`src/rtl/rand_arb_pkg.sv`:
```
// Shared types and LFSR constants for the random-source arbiter.
package rand_arb_pkg;

  typedef enum logic [1:0] {WARMUP, IDLE, GRANT} arb_state_t;

  localparam int LFSR_W = 10;
  localparam int TAP_HI = 9;
  localparam int TAP_LO = 6;
  localparam logic [LFSR_W-1:0] LFSR_LOCKUP = '1;

endpackage

```
`src/rtl/lfsr_step_en.sv`:
```
// 10-bit XNOR LFSR (taps 9,6) with step enable and synchronous load; 1-cycle update.
// Load has priority over step; an all-ones load is replaced by zero so the register never locks up.
module lfsr_step_en
  import rand_arb_pkg::*;
#(
  parameter int W = LFSR_W
) (
  input  logic         clk,
  input  logic         reset,
  input  logic         en,
  input  logic         load,
  input  logic [W-1:0] load_val,
  output logic [W-1:0] state
);

  always_ff @(posedge clk) begin
    if (reset) begin
      state <= '0;
    end else if (load) begin
      state <= (load_val == LFSR_LOCKUP) ? '0 : load_val;
    end else if (en) begin
      state <= {state[W-2:0], ~(state[TAP_HI] ^ state[TAP_LO])};
    end
  end

endmodule

```
`src/rtl/rand_source_arbiter.sv`:
```
// Round-robin arbiter handing out LFSR words; grant is registered (req at edge t -> gnt after t).
// At most one grant per two cycles; requests are ignored while busy and are never queued.
module rand_source_arbiter #(
  parameter int N_REQ  = 4,
  parameter int WIDTH  = 10,
  parameter int WARMUP = 16
) (
  input  logic             clk,
  input  logic             reset,
  input  logic             seed_load,
  input  logic [WIDTH-1:0] seed,
  input  logic [N_REQ-1:0] req,
  output logic [N_REQ-1:0] gnt,
  output logic             rand_valid,
  output logic [WIDTH-1:0] rand_out,
  output logic             busy
);

  import rand_arb_pkg::arb_state_t;
  import rand_arb_pkg::IDLE;
  import rand_arb_pkg::GRANT;

  localparam int PW = (N_REQ > 1) ? $clog2(N_REQ) : 1;
  localparam int CW = (WARMUP > 0) ? $clog2(WARMUP + 1) : 1;
  // With no warm-up configured the arbiter starts directly in IDLE.
  localparam arb_state_t START = (WARMUP > 0) ? rand_arb_pkg::WARMUP : IDLE;

  arb_state_t       state, state_nx;
  logic [CW-1:0]    cnt, cnt_nx;
  logic [PW-1:0]    rr_ptr, ptr_nx;
  logic [N_REQ-1:0] gnt_nx;
  logic             vld_nx;
  logic [WIDTH-1:0] out_nx;
  logic [WIDTH-1:0] lfsr_q;
  logic             lfsr_en;

  logic             pick_any;
  logic [PW-1:0]    pick_idx;
  logic [N_REQ-1:0] pick_onehot;

  lfsr_step_en #(.W(WIDTH)) u_lfsr (
    .clk      (clk),
    .reset    (reset),
    .en       (lfsr_en),
    .load     (seed_load),
    .load_val (seed),
    .state    (lfsr_q)
  );

  // Scan offsets from the far end down so the nearest requester after rr_ptr wins.
  always_comb begin
    pick_any    = 1'b0;
    pick_idx    = rr_ptr;
    pick_onehot = '0;
    for (int i = N_REQ; i >= 1; i--) begin
      if (req[(int'(rr_ptr) + i) % N_REQ]) begin
        pick_any = 1'b1;
        pick_idx = PW'((int'(rr_ptr) + i) % N_REQ);
      end
    end
    if (pick_any) pick_onehot[pick_idx] = 1'b1;
  end

  always_comb begin
    state_nx = state;
    cnt_nx   = cnt;
    ptr_nx   = rr_ptr;
    gnt_nx   = gnt;
    vld_nx   = rand_valid;
    out_nx   = rand_out;
    lfsr_en  = 1'b0;
    if (seed_load) begin
      state_nx = START;
      cnt_nx   = '0;
      gnt_nx   = '0;
      vld_nx   = 1'b0;
    end else begin
      case (state)
        rand_arb_pkg::WARMUP: begin
          lfsr_en = 1'b1;
          if (cnt == CW'(WARMUP - 1)) begin
            state_nx = IDLE;
            cnt_nx   = '0;
          end else begin
            cnt_nx = cnt + CW'(1);
          end
        end
        IDLE: begin
          gnt_nx = '0;
          vld_nx = 1'b0;
          if (pick_any) begin
            gnt_nx   = pick_onehot;
            vld_nx   = 1'b1;
            out_nx   = lfsr_q;
            lfsr_en  = 1'b1;
            ptr_nx   = pick_idx;
            state_nx = GRANT;
          end
        end
        GRANT: begin
          gnt_nx   = '0;
          vld_nx   = 1'b0;
          state_nx = IDLE;
        end
        default: state_nx = START;
      endcase
    end
  end

  always_ff @(posedge clk) begin
    if (reset) begin
      state      <= START;
      cnt        <= '0;
      rr_ptr     <= PW'(N_REQ - 1);
      gnt        <= '0;
      rand_valid <= 1'b0;
      rand_out   <= '0;
    end else begin
      state      <= state_nx;
      cnt        <= cnt_nx;
      rr_ptr     <= ptr_nx;
      gnt        <= gnt_nx;
      rand_valid <= vld_nx;
      rand_out   <= out_nx;
    end
  end

  assign busy = (state == rand_arb_pkg::WARMUP);

endmodule

```
`config.mk`:
```
export PLATFORM = sky130hd
export DESIGN_NAME = rand_source_arbiter
export DESIGN_NICKNAME = d
export VERILOG_FILES = /design/src/rtl/rand_arb_pkg.sv /design/src/rtl/lfsr_step_en.sv /design/src/rtl/rand_source_arbiter.sv
export SDC_FILE = /design/constraint.sdc
export NUM_CORES = 1
export LEC_CHECK = 0
export ABC_AREA = 1
export ABC_CLOCK_PERIOD_IN_PS = 1800
export CAP_MARGIN = 0
export CELL_PAD_IN_SITES_DETAIL_PLACEMENT = 1
export CELL_PAD_IN_SITES_GLOBAL_PLACEMENT = 2
export CORE_MARGIN = 1
export CORE_UTILIZATION = 28
export DETAILED_ROUTE_END_ITERATION = 10
export GPL_ROUTABILITY_DRIVEN = 0
export PLACE_DENSITY = 0.82
export REMOVE_ABC_BUFFERS = 1
export SLEW_MARGIN = 20
export SYNTH_ARGS = -nofsm -noshare
export SYNTH_HDL_FRONTEND = slang
export SYNTH_SLANG_ARGS = --single-unit
```
`constraint.sdc`:
```
create_clock -name clk -period 1.8 [get_ports clk]
set_input_delay 0.54 -clock clk [delete_from_list [all_inputs] [get_ports clk]]
set_output_delay 0.54 -clock clk [all_outputs]
set_load 0.01 [all_outputs]
```
* Yosys cells after proc, flatten, opt, wreduce, memory -nomap -nowiden
Index checks and enable logic that the tools add are counted.
** Storage, ports and cells
- Bits in registers :: 34
- Output and inout port bits :: 16
- Memories :: 0
- Bits in writable memories :: 0
- ROM bits :: 0
- Bits in latches :: 0
- Bits of input ports :: 17
** Cells by class
- Bitwise gates (word level) :: 7
- Multiply operators :: 0
- Shift-type cells :: 0
- $lt $le $gt $ge :: 6
- Reduce and logical (&&, ||, !) cells :: 11
- $add $sub $neg :: 5
- Div/mod/pow operators :: 0
- Mux-type cells :: 35
- Equal/unequal tests :: 6
** Operators by type and width (count)
- $mux 10 :: 3
- $lt 3x4->1 const B :: 4
- $mux 1 :: 15
- $mux 2 :: 6
- $eq 10x10->1 const B :: 1
- $reduce_or 2->1 :: 5
- $bmux 1 s2 :: 4
- $pmux 4 s2 :: 1
- $pmux 2 s3 :: 1
- $add 5x1->5 const B :: 1
- $eq 5x4->1 const B :: 1
- $mux 5 :: 1
- $add 2x1->2 const B :: 2
- $add 2x2->2 const B :: 2
- $and 1x1->1 const A :: 4
- $mux 4 :: 1
- $pmux 1 s2 :: 2
- $reduce_bool 2->1 :: 2
- $lt 2x3->1 const B :: 1
- $reduce_and 3->1 :: 1
- $demux 1 s2 :: 1
- $eq 2x1->1 const B :: 1
- $eq 2x2->1 const B :: 1
- $ge 2x1->1 const B :: 1
- other kinds (7) :: 8

* Logic depth before layout (Yosys ltp)
- Depth in word-level cells :: 16
- Mapped depth :: 13
- Gate-level depth less buffers :: 12

* Cells and area by module
Synthesis repeated with hierarchy kept, for this count alone.
** Second synthesis, totals
- Cells, all modules :: 267
- Area, all modules :: 1841.8 µm²
** Modules (own cells, without submodules)
- rand_source_arbiter :: area each 1255.0 µm², seq. area each 480.5 µm², times used 1, cells an instance 176
- lfsr_step_en :: area each 586.8 µm², seq. area each 200.2 µm², times used 1, cells an instance 91

* Worst setup path after synthesis
OpenSTA, ideal clock, no wires.
- Path type :: input to register
- From :: input req[1]
- To :: register rand_out[6]
- Required time :: 1.664 ns
- Setup time :: 0.136 ns
- Setup slack :: 0.285 ns
- Arrival time :: 1.379 ns
- Stages on the path :: 11
- Path through :: nand2_1 nand2_1 nor2_2 nand3_2 o21ai_2 inv_2 nand2_4 inv_2 buf_6 nand2_1 a21oi_2
** On the way
- Cells in the longest elaborated chain, start to end :: 8
** RTL lines
- start, declared :: RTL line rand_source_arbiter.sv:12 : input logic [N_REQ-1:0] req,
- $bmux 1 s2 :: RTL line rand_source_arbiter.sv:56 : if (req[(int'(rr_ptr) + i) % N_REQ]) begin
- $mux 1 (not written as such) (2 in a row) :: RTL line rand_source_arbiter.sv:56
- $mux 1 (3 in a row) :: RTL line rand_source_arbiter.sv:56
- $mux 1 (*) :: RTL line rand_source_arbiter.sv:56
- $reduce_and 3->1 (no source line) (*)
- end signal, assigned :: RTL line rand_source_arbiter.sv:124 : rand_out <= out_nx;
- end, declared :: RTL line rand_source_arbiter.sv:15 : output logic [WIDTH-1:0] rand_out,
Mark *: on every way between the ends. The rest lies on a longest branch, timed or not. The select of a mux whose other input is x is not followed.
A chain may end at the register's enable or synchronous reset.

* Worst setup path after layout
- From :: register rand_out[4]
- To :: output rand_out[4]
No word-level cell between the ends.

==> metrics.cfg <==
[run_status]
outcome=completed

[detailed_routing]
avgViaCountPerCell=4.66
totalWireLength_um=4650
vias=1751
detail_route.drc_violations=0
detailedRoute.firstIterationViolations=34
drtPass1Iterations=4
wl_per_cell_um=12.4
postRouteAntennaNets=0

[sta]
post-route-min-period_ns=1.73
clock.fmax_mhz=577
setup_viol=0
skew_ns=0.00624
post-route-worst-setup-slack_ns=0.0662
slew_headroom_pct=76.1
grt_setup_unrepaired=no
post-route-period-util_pct=96.3
drv_slew=0
hold_ws_ns=0.468
final_hold_vios=0
tightest_slew_ns=0.349

[placement]
detailed_place.area_mm2=0.00226
hpwlAfterDp_um=3530
pre_cts_ws_ns=-0.307
placed_insts=368
port_buffers=32

[clock_network]
number_of_sinks_driven_by_the_clock_tree=34
worst_setup_hold_path_clk_slew_ns=0.08
cts-root-to-sink-buffers=2
cts_root_buf=sky130_fd_sc_hd__clkbuf_8
htree_levels=2
cts.hold.buffers_added=0
post_cts_setup_driven_buffer_insertion_count=0
numCtsBuffers=5
tritoncts=built
worstSkewPairLatency_ns=0.30

[grt]
gr-usage-met3_pct=3.86
antenna_found_initial=0
grt_pass1_wl_um=8080
globalRouteMet2Util_pct=27.4
first_global_vias=1815
grt_start_max_net_pins=13
grt.busiest_layer=met2
grt_use_met1_pct=19.4
grt_remaining_overflow=0
grt_use_total_pct=16.1

[synth]
syn_area_per_cell_um2=7.05
xor_and_xnor_area_share_after_synthesis_pct=0.505
synth-edff-count=0
synth_top_area_share_pct=39.2
synthDominantAreaCellType=sky130_fd_sc_hd__dfxtp_1
yosys.area_share.simple_pct=35.9
synth_ff_type=sky130_fd_sc_hd__dfxtp_1
post_synthesis_adder_cell_area_fraction_pct=3.60
synth.distinct_cells=30
mappedNetlistArea_mm2=0.00174
synth_compound_area_share_pct=12.8
synth.area.top_cells=sky130_fd_sc_hd__dfxtp_1, sky130_fd_sc_hd__nand2_1, sky130_fd_sc_hd__nand3_1, sky130_fd_sc_hd__nand2_2, sky130_fd_sc_hd__nor2_1
synth_top_family_by_area=simple AND/OR/NAND/NOR gates
share_of_synthesized_registers_carrying_an_async_set_or_reset_pct=0
yosysSeqAreaShare_pct=39.2
ys.warnings.count=0
syn-instance-count=246
synth_seq_cells=34
mux_contribution_to_synthesized_area_pct=0

[floorplanning]
core_area_mm2=0.00596
floorplan.die_area_mm2=0.00652
die_w_um=80.7
rows=28
initial_core_util_pct=29.1
io-pin-count=33
die_h_um=80.7

[setup_path]
path_cells=clkdlybuf4s50_1
critical_path.endpoint_type=primary output
crit_path_buffers_inverters=1
worstPathMaxFanout=2
cpLargestDelayFamily=buffers and inverters
startpoint_type=register
required_time_reported_for_the_critical_path_endpoint_ns=1.26
worst_path_max_delay_cell=sky130_fd_sc_hd__clkdlybuf4s50_1
cp_data_arrival_time_ns=1.19
critical_path.max_stage_delay_ns=0.55
setup.worst_path.class=register to primary output

[cells_and_area]
final_common_cell=sky130_fd_sc_hd__nand2_1
synthesis_to_layout_area_growth_pct=39.7
final_layout_size_suffix_gt1_share_pct=22.9
final_cell_mix=sky130_fd_sc_hd__nand2_1, sky130_fd_sc_hd__dfxtp_1, sky130_fd_sc_hd__clkdlybuf4s50_1, sky130_fd_sc_hd__nand3_1, sky130_fd_sc_hd__nor2_1
num_antenna_cells=0
design.final.nets=322
fin_cells=376
fillers=757
postLayoutCellArea_mm2=0.00242

[job]
maxCapViolations=0

[power_and_ir_drop]
total_power_divided_by_cell_area_mw_per_mm2=640
power_switching_share_pct=25.6
internal-power_mw=1.15
max-vdd-ir-drop_mv=0.396
power.leakage_nw=1.07
clock_power_share_pct=39.5
total_switching_power_uw=398
pwr-share-seq_pct=50.2
combinational_power_share_pct=10.3
total_power_mw=1.55

[hold_path]
min_path_type=register to register

## through the flow
stage	util, %	setup TNS (ns)
2_1_floorplan	-	0
3_3_place_gp	38.0	-6.07
3_5_place_dp	38.0	-7.10
4_1_cts	39.6	0
5_1_grt	40.7	0
6_report	40.7	0
## registers in the layout (all words and copies together) (netlist names)
signal / count
cnt: 5
gnt: 4
rand_out: 10
rand_valid: 1
rr_ptr: 2
state: 2
u_lfsr.state: 10
## synth_stat cells (3+ instances only)
cell type	count
sky130_fd_sc_hd__nand2_1	75
sky130_fd_sc_hd__dfxtp_1	34
sky130_fd_sc_hd__nand3_1	26
sky130_fd_sc_hd__nor2_1	20
sky130_fd_sc_hd__inv_1	15
sky130_fd_sc_hd__a21oi_1	13
sky130_fd_sc_hd__nand2_2	12
sky130_fd_sc_hd__o21ai_1	8
sky130_fd_sc_hd__a21oi_2	7
sky130_fd_sc_hd__ha_1	5
sky130_fd_sc_hd__clkbuf_1	3
sky130_fd_sc_hd__nand4_1	3
sky130_fd_sc_hd__nor3_1	3
## timing repair
item,CTS,global route
pin swaps,0,7
hold endpoints to repair,0,0
endpoints found under the setup margin,1,28
resized for setup,3,23
## cells by family after synthesis
family / Yosys count
AO/OA/AOI/OAI: 36
XOR/XNOR: 1
adder cells (fa/ha/maj): 5
buffers and inverters: 28
flip-flops: 34
AND/OR/NAND/NOR: 142
## path summary, 6_finish.rpt
path               startpoint           to  slack (ns)  cells past startpoint
setup / recovery  rand_out[4]  rand_out[4]        0.07                      1
hold / removal    rand_out[1]  rand_out[1]        0.47                      2
setup reg to reg    rr_ptr[1]  rand_out[4]        0.18                     11
hold reg to reg   rand_out[1]  rand_out[1]        0.47                      2
## layer usage
layer	vias to the layer above	share of wire, %
li1	901	-
met1	809	47
met2	33	48
met3	8	3.9
met4	0	1.4
met5	-	0
## cell type report
type	count	area, um2	area share, %
tap	75	93.8	3.87
timing repair buffer	55	524	21.6
clock buffer	6	82.6	3.41
sequential	34	687	28.3
multi-input combinational	184	943	38.9
clock inverter	2	12.5	0.516
inverter	20	80.1	3.30
## power groups by stage
stage / Sequential, mW / Clock, mW / Combinational (mW)
final: 0.779 / 0.613 / 0.160
after global routing: 0.782 / 0.669 / 0.184
after CTS: 0.780 / 0.645 / 0.160
after detailed placement: 0.798 / 0 / 0.160
after global placement: 0.798 / 0 / 0.157
after floorplan: 0.794 / 0 / 0.0691
No activity file was read; power rests on OpenSTA's default activity.
